File: config.mk
export PLATFORM = sky130hd
export DESIGN_NAME = wb_rr_master_arbiter
export DESIGN_NICKNAME = d
export VERILOG_FILES = /design/src/rtl/wb_rr_master_arbiter.sv
export SDC_FILE = /design/constraint.sdc
export NUM_CORES = 1
export LEC_CHECK = 0
export ABC_CLOCK_PERIOD_IN_PS = 1900
export CAP_MARGIN = 15
export CORE_AREA = 3 3 129 131
export CTS_CLUSTER_SIZE = 25
export DETAILED_ROUTE_END_ITERATION = 12
export DIE_AREA = 0 0 132 134
export PLACE_DENSITY = 0.62
export SLEW_MARGIN = 20
export SYNTH_ARGS = -nofsm -noshare
export SYNTH_HDL_FRONTEND = slang
export SYNTH_SLANG_ARGS = --single-unit
File: constraint.sdc
create_clock -name wb_clk_i -period 1.9 [get_ports wb_clk_i]
set_input_delay 0.19 -clock wb_clk_i [delete_from_list [all_inputs] [get_ports wb_clk_i]]
set_output_delay 0.19 -clock wb_clk_i [all_outputs]
set_load 0.05 [all_outputs]
File: src/rtl/wb_rr_master_arbiter.sv
// rtl/wb_rr_master_arbiter.sv - round-robin N:1 Wishbone B3 master arbiter with watchdog
module wb_rr_master_arbiter #(
    parameter int NUM_MASTERS = 2,
    parameter int TIMEOUT     = 255
) (
    input  logic                      wb_clk_i,
    input  logic                      wb_rst_i,
    input  logic [32*NUM_MASTERS-1:0] wbm_adr_i,
    input  logic [32*NUM_MASTERS-1:0] wbm_dat_i,
    input  logic [4*NUM_MASTERS-1:0]  wbm_sel_i,
    input  logic [NUM_MASTERS-1:0]    wbm_we_i,
    input  logic [NUM_MASTERS-1:0]    wbm_cyc_i,
    input  logic [NUM_MASTERS-1:0]    wbm_stb_i,
    input  logic [3*NUM_MASTERS-1:0]  wbm_cti_i,
    input  logic [2*NUM_MASTERS-1:0]  wbm_bte_i,
    output logic [32*NUM_MASTERS-1:0] wbm_dat_o,
    output logic [NUM_MASTERS-1:0]    wbm_ack_o,
    output logic [NUM_MASTERS-1:0]    wbm_err_o,
    output logic [NUM_MASTERS-1:0]    wbm_rty_o,
    output logic [31:0]               wbs_adr_o,
    output logic [31:0]               wbs_dat_o,
    output logic [3:0]                wbs_sel_o,
    output logic                      wbs_we_o,
    output logic                      wbs_cyc_o,
    output logic                      wbs_stb_o,
    output logic [2:0]                wbs_cti_o,
    output logic [1:0]                wbs_bte_o,
    input  logic [31:0]               wbs_dat_i,
    input  logic                      wbs_ack_i,
    input  logic                      wbs_err_i,
    input  logic                      wbs_rty_i,
    output logic [NUM_MASTERS-1:0]    grant_o
);

    localparam int IW = (NUM_MASTERS > 1) ? $clog2(NUM_MASTERS) : 1;
    localparam int CW = (TIMEOUT > 1) ? $clog2(TIMEOUT) : 1;

    typedef enum logic [1:0] {
        S_IDLE  = 2'd0,
        S_OWN   = 2'd1,
        S_TOERR = 2'd2
    } state_t;

    state_t        r_state, w_state_nxt;
    logic [IW-1:0] r_gnt, r_last, w_gnt_nxt, w_last_nxt, w_pick;
    logic [CW-1:0] r_cnt, w_cnt_nxt;
    logic          w_any, w_arb, w_own_cyc, w_own_stb, w_resp, w_timeout;
    int            w_own;

    assign w_own     = int'(r_gnt);
    assign w_own_cyc = wbm_cyc_i[r_gnt];
    assign w_own_stb = wbm_stb_i[r_gnt];
    assign w_resp    = wbs_ack_i | wbs_err_i | wbs_rty_i;
    assign w_timeout = (TIMEOUT > 0) && w_own_stb && !w_resp
                       && (r_cnt == CW'(TIMEOUT - 1));

    // Scan starts just after the previous owner, so the releasing master is checked last.
    always_comb begin
        int            cand;
        logic [IW-1:0] idx;
        w_any  = 1'b0;
        w_pick = '0;
        cand   = 0;
        idx    = '0;
        for (int i = 1; i <= NUM_MASTERS; i++) begin
            cand = int'(r_last) + i;
            if (cand >= NUM_MASTERS) begin
                cand = cand - NUM_MASTERS;
            end
            idx = IW'(cand);
            if (!w_any && wbm_cyc_i[idx]) begin
                w_any  = 1'b1;
                w_pick = idx;
            end
        end
    end

    always_comb begin
        w_state_nxt = r_state;
        w_gnt_nxt   = r_gnt;
        w_last_nxt  = r_last;
        w_cnt_nxt   = '0;
        w_arb       = 1'b0;
        case (r_state)
            S_IDLE: w_arb = 1'b1;
            S_OWN: begin
                if (!w_own_cyc) begin
                    w_arb = 1'b1;
                end else if (w_timeout) begin
                    w_state_nxt = S_TOERR;
                end else if ((TIMEOUT > 0) && w_own_stb && !w_resp) begin
                    w_cnt_nxt = r_cnt + 1'b1;
                end
            end
            S_TOERR: begin
                if (w_own_cyc) begin
                    w_state_nxt = S_OWN;
                end else begin
                    w_arb = 1'b1;
                end
            end
            default: w_state_nxt = S_IDLE;
        endcase
        if (w_arb) begin
            if (w_any) begin
                w_state_nxt = S_OWN;
                w_gnt_nxt   = w_pick;
                w_last_nxt  = w_pick;
            end else begin
                w_state_nxt = S_IDLE;
            end
        end
    end

    always_ff @(posedge wb_clk_i) begin
        if (wb_rst_i) begin
            r_state <= S_IDLE;
            r_gnt   <= IW'(NUM_MASTERS - 1);
            r_last  <= IW'(NUM_MASTERS - 1);
            r_cnt   <= '0;
        end else begin
            r_state <= w_state_nxt;
            r_gnt   <= w_gnt_nxt;
            r_last  <= w_last_nxt;
            r_cnt   <= w_cnt_nxt;
        end
    end

    // Outputs are also gated by reset so nothing leaks while reset is held mid-transfer.
    always_comb begin
        wbm_dat_o = {NUM_MASTERS{wbs_dat_i}};
        wbm_ack_o = '0;
        wbm_err_o = '0;
        wbm_rty_o = '0;
        grant_o   = '0;
        wbs_adr_o = '0;
        wbs_dat_o = '0;
        wbs_sel_o = '0;
        wbs_we_o  = 1'b0;
        wbs_cyc_o = 1'b0;
        wbs_stb_o = 1'b0;
        wbs_cti_o = '0;
        wbs_bte_o = '0;
        if (!wb_rst_i && (r_state != S_IDLE)) begin
            grant_o[r_gnt] = 1'b1;
            wbs_adr_o      = wbm_adr_i[w_own*32 +: 32];
            wbs_dat_o      = wbm_dat_i[w_own*32 +: 32];
            wbs_sel_o      = wbm_sel_i[w_own*4 +: 4];
            wbs_we_o       = wbm_we_i[r_gnt];
            wbs_cti_o      = wbm_cti_i[w_own*3 +: 3];
            wbs_bte_o      = wbm_bte_i[w_own*2 +: 2];
            if (r_state == S_OWN) begin
                wbs_cyc_o        = w_own_cyc;
                wbs_stb_o        = w_own_stb;
                wbm_ack_o[r_gnt] = wbs_ack_i;
                wbm_err_o[r_gnt] = wbs_err_i;
                wbm_rty_o[r_gnt] = wbs_rty_i;
            end else begin
                wbm_err_o[r_gnt] = 1'b1;
            end
        end
    end

endmodule

### Word-level counts from Yosys, hierarchy flattened

Cells that the tools add are included.
W data, S select, Z words.

| operators by class | value |
|---|---|
| add/sub/neg operators | 5 |
| $mul | 1 |
| div/mod/pow operators | 0 |
| $lt $le $gt $ge | 6 |
| eq/ne operators | 7 |
| shift operators | 5 |
| multiplexer cells | 43 |
| bitwise logic cells | 8 |
| reductions and logical operators | 14 |

Operator list:

| kind | number |
|---|---|
| $shiftx A64 B7 Y32 | 2 |
| $mux W32 | 2 |
| $mux W1 | 24 |
| $mux W2 | 12 |
| $ne A3 B3 Y1 const B | 3 |
| $add A8 B1 Y8 const B | 1 |
| $eq A8 B8 Y1 const B | 1 |
| $shiftx A8 B4 Y4 | 1 |
| $and A2 B2 Y2 | 3 |
| $lt A1 B2 Y1 const B | 3 |
| $pmux W2 S3 | 1 |
| $shiftx A6 B4 Y3 | 1 |
| $logic_and A1 B1 Y1 | 5 |
| $reduce_or A5 Y1 | 1 |
| $mux W4 | 1 |
| $reduce_and A4 Y1 | 1 |
| $shiftx A4 B3 Y2 | 1 |
| $add A1 B2 Y3 const B | 1 |
| $ge A3 B2 Y1 const B | 1 |
| $logic_not A1 Y1 | 3 |
| $mul A1 B2 Y3 const B | 1 |
| $mux W3 | 1 |
| $not A1 Y1 | 3 |
| $add A1 B1 Y2 const B | 1 |
| 13 further kinds | 15 |

| word-level totals | value |
|---|---|
| register bits after elaboration | 11 |
| bits in latches | 0 |
| bits in writable memories | 0 |
| bits in read-only memories | 0 |
| input port bits | 189 |
| output and inout port bits | 148 |
| memories kept | 0 |

### Logic depth before layout (Yosys ltp)

| depth | value |
|---|---|
| depth in word-level cells | 11 |
| mapped depth | 8 |
| gate-level depth less buffers | 7 |

### Worst setup path after synthesis

No wires, ideal clock.

| timing path | value |
|---|---|
| path kind | register -> output |
| start point | reg r_state[0] |
| end point | out wbm_err_o[1] |
| arrival | 2.532 ns |
| path slack | -0.822 ns |
| stages on the path, launching flop included | 8 |
| buffers on the path | 2 |
| cell sequence | dfxtp_1 inv_1 ha_1 nor2_1 and2_2 clkbuf_1 clkbuf_1 nor2b_1 |

| on the way | value |
|---|---|
| longest elaborated chain between the ends | 3 |

RTL lines:

| item | line | RTL |
|---|---|---|
| start: declaration | 44 | `state_t r_state, w_state_nxt;` |
| start signal: assignment | 122 | `r_state <= w_state_nxt;` |
| $eq A2 B1 Y1 or $reduce_bool A2 Y1 (tied branches) | 152, 144 |  |
| $mux W2 or $logic_and A1 B1 Y1 (tied branches) | 152, 144 |  |
| $mux W2 (*) | 144 | `if (!wb_rst_i && (r_state != S_IDLE)) begin` |
| end: declaration | 18 | `output logic [NUM_MASTERS-1:0] wbm_err_o,` |

Mark *: on every way between the ends. The rest lies on a longest branch, timed or not.

### Worst setup path in the final report

| timing path | value |
|---|---|
| start point | reg r_state[0] |
| end point | out wbs_dat_o[22] |

| on the way | value |
|---|---|
| longest elaborated chain between the ends | 3 |

RTL lines:

| item | line | RTL |
|---|---|---|
| $reduce_bool A2 Y1 | 144 |  |
| $logic_and A1 B1 Y1 | 144 |  |
| $mux W32 | 144 |  |
| end: declaration | 21 | `output logic [31:0] wbs_dat_o,` |

No other way between the ends.

==> impl_metrics.tcl <==
set metrics [dict create \
    dr.pass1.iters 4 \
    syn_avg_cell_area_um2 8.18 \
    final_util_pct 38.8 \
    final_hold_viol_count 0 \
    ys_ff_latch 11 \
    clk_latency_ns 0.24 \
    tightestPinTransition_ns 0.294 \
    finalCriticalPeriod_ns 1.92 \
    vdd.ir_drop.worst_v 0.000239 \
    io_pins 337 \
    crit_fanout 7 \
    drv_cap 0 \
    min_period_over_period_pct 101 \
    vias 2634 \
    root_buffer "clkbuf_16" \
    synth_edf_count 0 \
    worstSetupPathType "register to primary output" \
    drt_iter0_drc 84 \
    ant_nets 0 \
    clk_pin_slew_ns 0.04 \
    totalPowerFinal_w 0.00236 \
    cts_buffer_depth 2 \
    synth_warnings 0 \
    slew_violations 0 \
    relSlewSlack_pct 79.9 \
    seq_area_um2 223 \
    grtUsageTotal_pct 14.5 \
    crit-reg2reg-launch "r_state[1]" \
    grt_pass1_vias 2777 \
    total_leakage_power_nw 2.54 \
    cts.sinks 11 \
    crit_required_ns 1.71 \
    multi_input_area_um2 1810 \
    fp.coreArea_um2 15700 \
    syn_inst 235 \
    drc_errors 0 \
    setup_violations 8 \
    numCtsBuffers 3 \
    crit_path_end_kind "primary output" \
    fin_ws_ns -0.0228 \
    ys.flop_type "dfxtp_1" \
    rsz0062_at_grt "yes" \
    final_layout_size_suffix_gt1_share_pct 52.2 \
    min_from "wb_rst_i" \
    routed_wl_um 14400 \
    htreeDepth 1 \
    syn-cell-area_um2 1920 \
    cp-startpoint "r_state[0]" \
    nets 623 \
    violations "setup timing" \
    status "finished with violations" \
    fill_cells 1472 \
    start_util_pct 12.2 \
    syn_nets 430 \
    placementRows 46 \
    die_area_um2 17700 \
    cts_tree "done" \
    p_per_area_nw_per_um2 387 \
    area_growth_pct 218 \
    grt_max_degree 32 \
    crit_arrival_ns 1.73 \
    die_height_um 134 \
    wl_per_cell_um 22.3 \
    hpwlAfterDp_um 10400 \
    start_kind "register" \
    clock.fmax_mhz 520 \
    fin_skew_ns 0.00212 \
    die_w_um 132 \
    grt_first_pass_wirelength_um 19600 \
    portBuffers 240 \
    synth-async-reset-ratio_pct 0 \
    ys_types 36 \
    ys_seq_area_share_pct 11.5 \
    grt_overflow 0 \
    viasPerCell 4.09 \
    antenna_found_initial 1 \
    hp-class "input pin to register" \
    gp_congestion 0.900 \
]
==> final cells by class <==
class	count	area share [%]
clock buffers	4	1.29
flip-flops and latches	11	3.65
diodes	1	0.0410
repair buffers	271	60.7
well taps	216	4.43
inverters	4	0.246
multi-input cells	137	29.6
==> placed cells by master (no fill, tap or decap), types with 3 or more instances in the layout <==
cell | Yosys | layout
nor2_2 | 8 | 9
a22o_4 | 0 | 71
and3_4 | 0 | 4
nand2_1 | 5 | 5
buf_12 | 0 | 87
buf_6 | 2 | 7
dfxtp_1 | 11 | 9
a22o_2 | 0 | 3
xor2_1 | 5 | 5
mux2i_1 | 3 | 3
clkdlybuf4s50_1 | 0 | 155
buf_4 | 64 | 11
ha_1 | 6 | 4
clkbuf_16 | 0 | 8
nand3_1 | 3 | 3
buf_16 | 0 | 3
==> state kept, by name (all words and copies together) (netlist names) <==
register,cells
r_cnt,8
r_state,2
r_last,1
==> logic make-up after synthesis <==
| group | Yosys count | synth area share [%] |
|---|---|---|
| AND/OR/NAND/NOR | 41 | 13.0 |
| flip-flops | 11 | 11.5 |
| XOR/XNOR | 6 | 2.73 |
| AO/OA/AOI/OAI | 81 | 36.7 |
| buffers and inverters | 87 | 30.7 |
| multiplexers | 3 | 1.56 |
| adder cells (fa/ha/maj) | 6 | 3.91 |
==> critical path, stage by stage (launching register included) <==
cell       delay, ns
dfxtp_2         0.32
inv_2           0.07
ha_4            0.17
nor2_4          0.04
and2_4          0.19
buf_6           0.14
clkbuf_16       0.16
a22o_4          0.25
buf_12          0.15
==> synthesized netlist by cell type, types with 2 or more instances <==
cell / count / area, µm²
buf_4: 64 / 480
nor3_1: 2 / 10.0
a22o_1: 74 / 648
inv_1: 4 / 15.0
nor2_2: 8 / 50.1
buf_6: 2 / 22.5
xor2_1: 5 / 43.8
nand2_1: 5 / 18.8
clkbuf_1: 11 / 41.3
ha_1: 6 / 75.1
buf_2: 6 / 30.0
nor2b_1: 2 / 12.5
nor2_1: 4 / 15.0
dfxtp_1: 11 / 220
nand3_1: 3 / 15.0
and3_1: 6 / 37.5
mux2i_1: 3 / 30.0
==> metrics by stage <==
step / hold WS, ns / setup WS (ns) / setup TNS, ns / cell area (µm²) / std cells
global placement: 0.380 / 0.00234 / 0 / 5180 / 620
detailed placement: 0.380 / -0.00363 / -0.00363 / 5180 / 620
global route: 0.380 / -0.0673 / -1.43 / 6100 / 643
floorplan: 0.263 / -0.0631 / -2.91 / 2130 / 235
finish: 0.372 / -0.0228 / -0.0889 / 6100 / 644
CTS: 0.380 / -0.0612 / -0.925 / 5770 / 638
==> path summary, 6_finish.rpt <==
check / cells after the start / endpoint / slack (ns)
setup / recovery: 8 / wbs_dat_o[22] / -0.02
hold / removal: 3 / r_state[0] / 0.37
setup reg to reg: 8 / r_state[0] / 0.10
hold reg to reg: 2 / r_cnt[4] / 0.53
==> power by group <==
part	leakage (nW)	switching, W	internal, W
logic	2.42	0.000776	0.000956
clock network	0.0382	0.000102	0.000281
registers	0.0899	0.00000782	0.000237
total	2.54	0.000885	0.00148
==> timing repair <==
action	in CTS	in global routing
buffers inserted	9	2
gates cloned	5	6
endpoints found under the setup margin	81	86
hold buffers	0	0
pin swaps	3	4
resized for setup	53	41
==> metal layers <==
metal  global-route usage [%]  part of all wire [%]  wire, µm
met2                     27.1                    53      7680
met5                        0                     0         0
met1                     16.5                    37      5300
met3                     4.61                   8.4      1200
met4                     2.16                   1.2       172
Note: power is estimated with default switching activity, not from simulation.
